$ cat src/rtl/lcd_timing_gen.sv
// LCD dot/line timebase for the background renderer.
// Holds the line (ly) and dot counters, decodes the STAT mode, and issues
// single-clock event pulses: drawline on mode-3 entry of a visible line,
// frame_start at line 0 dot 0, vblank_irq on entry to the first VBlank line,
// and stat_irq on a rising edge of the combined STAT condition.
//
// Ports:
//   clk          system clock, rising-edge
//   reset        asynchronous reset, active low
//   lcd_enable   LCDC bit 7; low holds the timebase idle at line 0 dot 0
//   lyc          LY compare value
//   stat_ie      STAT enables: [0] HBlank, [1] VBlank, [2] OAM, [3] LYC
//   ly, dot      current line / dot within line
//   mode         STAT mode (0 HBlank, 1 VBlank, 2 OAM scan, 3 transfer)
//   lyc_match    ly == lyc while enabled
//   drawline, frame_start, vblank_irq, stat_irq   one-clock pulses
//
// state    | meaning
// ST_IDLE  | timebase held at zero; the first enabled edge starts line 0
// ST_RUN   | prescaler and dot/line counters advancing
module lcd_timing_gen #(
   parameter int CLKS_PER_DOT  = 1,
   parameter int DOTS_PER_LINE = 456,
   parameter int OAM_DOTS      = 80,
   parameter int XFER_DOTS     = 172,
   parameter int VISIBLE_LINES = 144,
   parameter int TOTAL_LINES   = 154
) (
   input  logic       clk,
   input  logic       reset,
   input  logic       lcd_enable,
   input  logic [7:0] lyc,
   input  logic [3:0] stat_ie,
   output logic [7:0] ly,
   output logic [8:0] dot,
   output logic [1:0] mode,
   output logic       lyc_match,
   output logic       drawline,
   output logic       frame_start,
   output logic       vblank_irq,
   output logic       stat_irq
);

   localparam int PW = (CLKS_PER_DOT > 1) ? $clog2(CLKS_PER_DOT) : 1;
   localparam logic [PW-1:0] PRESC_LAST = PW'(CLKS_PER_DOT - 1);
   localparam logic [8:0]    DOT_LAST   = 9'(DOTS_PER_LINE - 1);
   localparam logic [8:0]    DOT_OAM    = 9'(OAM_DOTS);
   localparam logic [8:0]    DOT_OAM_M1 = 9'(OAM_DOTS - 1);
   localparam logic [8:0]    DOT_XFER   = 9'(OAM_DOTS + XFER_DOTS);
   localparam logic [7:0]    LY_LAST    = 8'(TOTAL_LINES - 1);
   localparam logic [7:0]    LY_VIS     = 8'(VISIBLE_LINES);
   localparam logic [7:0]    LY_VIS_M1  = 8'(VISIBLE_LINES - 1);

   typedef enum logic {ST_IDLE = 1'b0, ST_RUN = 1'b1} state_t;

   state_t          state_q, state_d;
   logic [PW-1:0]   presc_q, presc_d;
   logic [8:0]      dot_q, dot_d;
   logic [7:0]      ly_q, ly_d;
   logic            drawline_q, drawline_d;
   logic            frame_start_q, frame_start_d;
   logic            vblank_irq_q, vblank_irq_d;
   logic            stat_prev_q, stat_prev_d;
   logic            stat_irq_q, stat_irq_d;
   logic            tick;
   logic            stat_line;

   // state register
   always_ff @(posedge clk or negedge reset) begin
      if (!reset) begin
         state_q       <= ST_IDLE;
         presc_q       <= '0;
         dot_q         <= '0;
         ly_q          <= '0;
         drawline_q    <= 1'b0;
         frame_start_q <= 1'b0;
         vblank_irq_q  <= 1'b0;
         stat_prev_q   <= 1'b0;
         stat_irq_q    <= 1'b0;
      end else begin
         state_q       <= state_d;
         presc_q       <= presc_d;
         dot_q         <= dot_d;
         ly_q          <= ly_d;
         drawline_q    <= drawline_d;
         frame_start_q <= frame_start_d;
         vblank_irq_q  <= vblank_irq_d;
         stat_prev_q   <= stat_prev_d;
         stat_irq_q    <= stat_irq_d;
      end
   end

   // next state and counters
   always_comb begin
      state_d       = lcd_enable ? ST_RUN : ST_IDLE;
      presc_d       = presc_q;
      dot_d         = dot_q;
      ly_d          = ly_q;
      drawline_d    = 1'b0;
      frame_start_d = 1'b0;
      vblank_irq_d  = 1'b0;
      tick          = 1'b0;
      if (!lcd_enable) begin
         presc_d = '0;
         dot_d   = '0;
         ly_d    = '0;
      end else if (state_q == ST_IDLE) begin
         presc_d       = '0;
         dot_d         = '0;
         ly_d          = '0;
         frame_start_d = 1'b1;
      end else begin
         tick    = (presc_q == PRESC_LAST);
         presc_d = tick ? '0 : presc_q + 1'b1;
         if (tick) begin
            if (dot_q == DOT_LAST) begin
               dot_d = '0;
               if (ly_q == LY_LAST) begin
                  ly_d          = '0;
                  frame_start_d = 1'b1;
               end else begin
                  ly_d         = ly_q + 8'd1;
                  vblank_irq_d = (ly_q == LY_VIS_M1);
               end
            end else begin
               dot_d      = dot_q + 9'd1;
               drawline_d = (dot_q == DOT_OAM_M1) && (ly_q < LY_VIS);
            end
         end
      end
   end

   // outputs: mode decode, LYC compare, STAT edge detect
   always_comb begin
      mode = 2'd0;
      if (state_q == ST_RUN) begin
         if (ly_q >= LY_VIS)         mode = 2'd1;
         else if (dot_q < DOT_OAM)   mode = 2'd2;
         else if (dot_q < DOT_XFER)  mode = 2'd3;
         else                        mode = 2'd0;
      end
      lyc_match = lcd_enable && (state_q == ST_RUN) && (ly_q == lyc);
      // Gated by running as well so the start-up cycle (mode reads 0) cannot
      // look like an HBlank entry.
      stat_line = lcd_enable && (state_q == ST_RUN) &&
                  ((stat_ie[0] && mode == 2'd0) ||
                   (stat_ie[1] && mode == 2'd1) ||
                   (stat_ie[2] && mode == 2'd2) ||
                   (stat_ie[3] && lyc_match));
      stat_prev_d = stat_line;
      stat_irq_d  = stat_line && !stat_prev_q;
   end

   assign ly          = ly_q;
   assign dot         = dot_q;
   assign drawline    = drawline_q;
   assign frame_start = frame_start_q;
   assign vblank_irq  = vblank_irq_q;
   assign stat_irq    = stat_irq_q;

endmodule

$ cat config.mk
export PLATFORM = sky130hd
export DESIGN_NAME = lcd_timing_gen
export DESIGN_NICKNAME = d
export VERILOG_FILES = /design/src/rtl/lcd_timing_gen.sv
export SDC_FILE = /design/constraint.sdc
export NUM_CORES = 1
export LEC_CHECK = 0
export BUFFER_PORTS_ARGS = -buffer_cell sky130_fd_sc_hd__buf_4
export CORE_MARGIN = 10
export CORE_UTILIZATION = 45
export CTS_CLUSTER_SIZE = 24
export DETAILED_ROUTE_END_ITERATION = 8
export PLACE_DENSITY = 0.74
export SYNTH_ARGS = -nofsm -noshare
export SYNTH_HDL_FRONTEND = slang
export SYNTH_SLANG_ARGS = --single-unit
$ cat constraint.sdc
create_clock -name clk -period 1.7 [get_ports clk]
set_clock_uncertainty 0.2 [all_clocks]
set_input_delay 0.085 -clock clk [delete_from_list [all_inputs] [get_ports clk]]
set_output_delay 0.085 -clock clk [all_outputs]
set_load 0.01 [all_outputs]
==> impl_metrics.toml <==
[sta]
tightest_slew_ns = 0.3954
final.period_utilization = 1.112
layout_setup_ws_ns = -0.1909
max_freq_mhz = 528.8
rsz0062_at_grt = "true"
whs_ns = 0.003011
slew_violations = 0
finalCriticalPeriod_ns = 1.891
setup_viol = 15
hold_viol_final = 0
max_slew_margin = 0.7359

[cts]
cts_buffers = 3
cts.sinks = 23
ctsLongestPathBuffers = 2
h-tree-depth = 1
cts_root_buf = "clkbuf_4"
cts_tree = "built"
clk_pin_slew_worst_paths_ns = 0.13
clock_latency_ns = 0.32

[worst_setup_path]
worstSetupEndpointType = "register"
crit_start = "ly[6]"
cp.required_ns = 1.70
path_max_fanout = 5
critPathLaunchType = "register"
cp.arrival_ns = 1.89
slowest_delay_ns = 0.44
reg2reg_from = "ly[6]"
cp_cell_sequence = "buf_6 -> nor3b_1 -> buf_4 -> nand4_1 -> nand2_2 -> a21oi_1"
critPathSlowestCell = "dfrtp_1"
path_class = "register to register"

[run_status]
status = "finished with violations"
failed_checks = "negative setup slack"

[logic_synthesis]
synthArstFlopShare = 1.000
synth-edff-count = 0
syn_area_sq_um = 1299
synth_warnings = 0
synth.distinct_cells = 35
avgSynthCellArea_sq_um = 9.765
synth_nets = 152
netlist_instances = 133
ys_seq_area_frac = 0.4432
synth_ff_type = "dfrtp_1"
yosys_register_bits = 23

[final_layout]
layout_common_cells = "buf_4, dfrtp_1, nor2_1, buf_6, xnor2_1"
area_growth_pct = 66.67
postLayoutCoreUtil = 0.7849
num-fill-cells = 178
multi_input_area_sq_um = 794.5
drive_gt1_frac = 0.5091
fin_cells = 251
stdcell_area_sq_um = 2165
nets = 240
final_common_cell = "buf_4"
regArea_sq_um = 578.1
diodes = 0

[placed_design]
place_congestion = 0.9280
hpwl_mm = 2.983
place_inst = 228
post-place-ws_ns = -0.05028
io_buffers = 38
placed_cell_area_sq_um = 1826

[floorplanning]
start_util = 0.4710
core_sq_um = 2758
rows = 19
die_y_um = 73.72
fp.dieArea_sq_um = 5435
pin_count = 39
die_w_um = 73.72

[global_routing]
first_global_vias = 1471
grt_pass1_wl_mm = 6.934
antenna_found_initial = 0
grt_max_degree = 24
grt_overflow = 0
track_usage = 0.1594

[pwr]
ir_worst_vdd_uv = 441.1
p_leak_uw = 0.001023
p_per_area_nw_per_um2 = 434.4

[route]
antenna_left = 0
first_pass_iters = 4
drt_iter0_drc = 92
drc = 0
vias = 1393
viasPerCell = 5.550
wl_per_cell_um = 18.07
drt-total-wl_mm = 4.535

[worst_hold_path]
worstHoldPathType = "primary input to register"
hold_start = "lyc[7]"

[flow_run]
cap_violations = 0
==> metal layers <==
| layer | vias up | wire [um] | global-route usage |
|---|---|---|---|
| met4 | 0 | 72 | 0.08282 |
| li1 | 651 | - | - |
| met1 | 687 | 1728 | 0.1804 |
| met2 | 45 | 2510 | 0.2737 |
| met3 | 10 | 224 | 0.03230 |
| met5 | - | 0 | 0 |
==> cell families after synthesis <==
group	count (synthesis)	share of synthesized area
adders and majority gates	4	0.03854
buffers and inverters	9	0.03950
AOI/OAI and AO/OA	25	0.1272
muxes	1	0.008670
xor gates and xnor gates	15	0.1012
DFF	23	0.4432
and+or+nand+nor	56	0.2418
==> Yosys cell counts (all sizes together) (3+ instances only) <==
master / n / share of area
o21ai: 5 / 0.019
inv: 5 / 0.014
a21oi: 7 / 0.030
nand4: 4 / 0.019
xor2: 5 / 0.034
nand2: 10 / 0.029
xnor2: 10 / 0.067
dfrtp: 23 / 0.44
ha: 4 / 0.039
nand3: 4 / 0.015
nor4: 3 / 0.014
buf: 4 / 0.025
nor2: 12 / 0.035
and2: 5 / 0.024
or3: 4 / 0.019
and3: 5 / 0.024
==> layout make-up <==
type,count,share of cell area
clock buffers,3,0.01040
repair buffers,87,0.3266
inverters,5,0.008671
clock inverters,1,0.002312
multi-input cells,101,0.3671
well taps,31,0.01792
flip-flops and latches,23,0.2671
==> registers in the layout, indices dropped and copies added, names as in the netlist <==
signal,cells
stat_prev_q,1
vblank_irq,1
state_q,1
ly,8
frame_start,1
dot,9
stat_irq,1
drawline,1
==> path summary, 6_finish.rpt <==
path	end	slack [ns]	cells past startpoint
worst min register to register	stat_irq	0.24	1
min in group asynchronous	dot[0]	0.52	3
worst max register to register	ly[4]	-0.19	6
max in group asynchronous	ly[1]	0.53	3
worst max-delay path	ly[4]	-0.19	6
worst min-delay path	stat_prev_q	0.003	5
==> report_power, final <==
part	switching, uW	internal, uW	leakage [uW]
Sequential	4.00	553	0.000313
Combinational	55.0	64.7	0.000693
Clock	175	88.1	0.0000177
Total	234	706	0.00102
==> worst max-delay path: cells and delay by family (launching register included) <==
kind / cells / cell delay, ns
simple gates: 3 / 0.71
compound gates: 1 / 0.08
buf+inv: 2 / 0.34
flops: 1 / 0.44
==> per-stage QoR <==
stage	TNS [ns]	total power [uW]
after global routing	-2.918	985.1
after floorplan	-0.2822	600.5
after global placement	-0.04369	661.8
after detailed placement	-0.3160	665.0
final	-1.904	940.4
after CTS	-1.048	941.8
==> timing repair <==
item / CTS / global route
setup endpoints to repair: 15 / 23
setup buffers: 10 / 4
resized for setup: 17 / 22
pin swaps: 10 / 9
endpoints found under the hold margin: 27 / 0
hold buffers: 5 / 0
(Power assumes the default switching activity.)
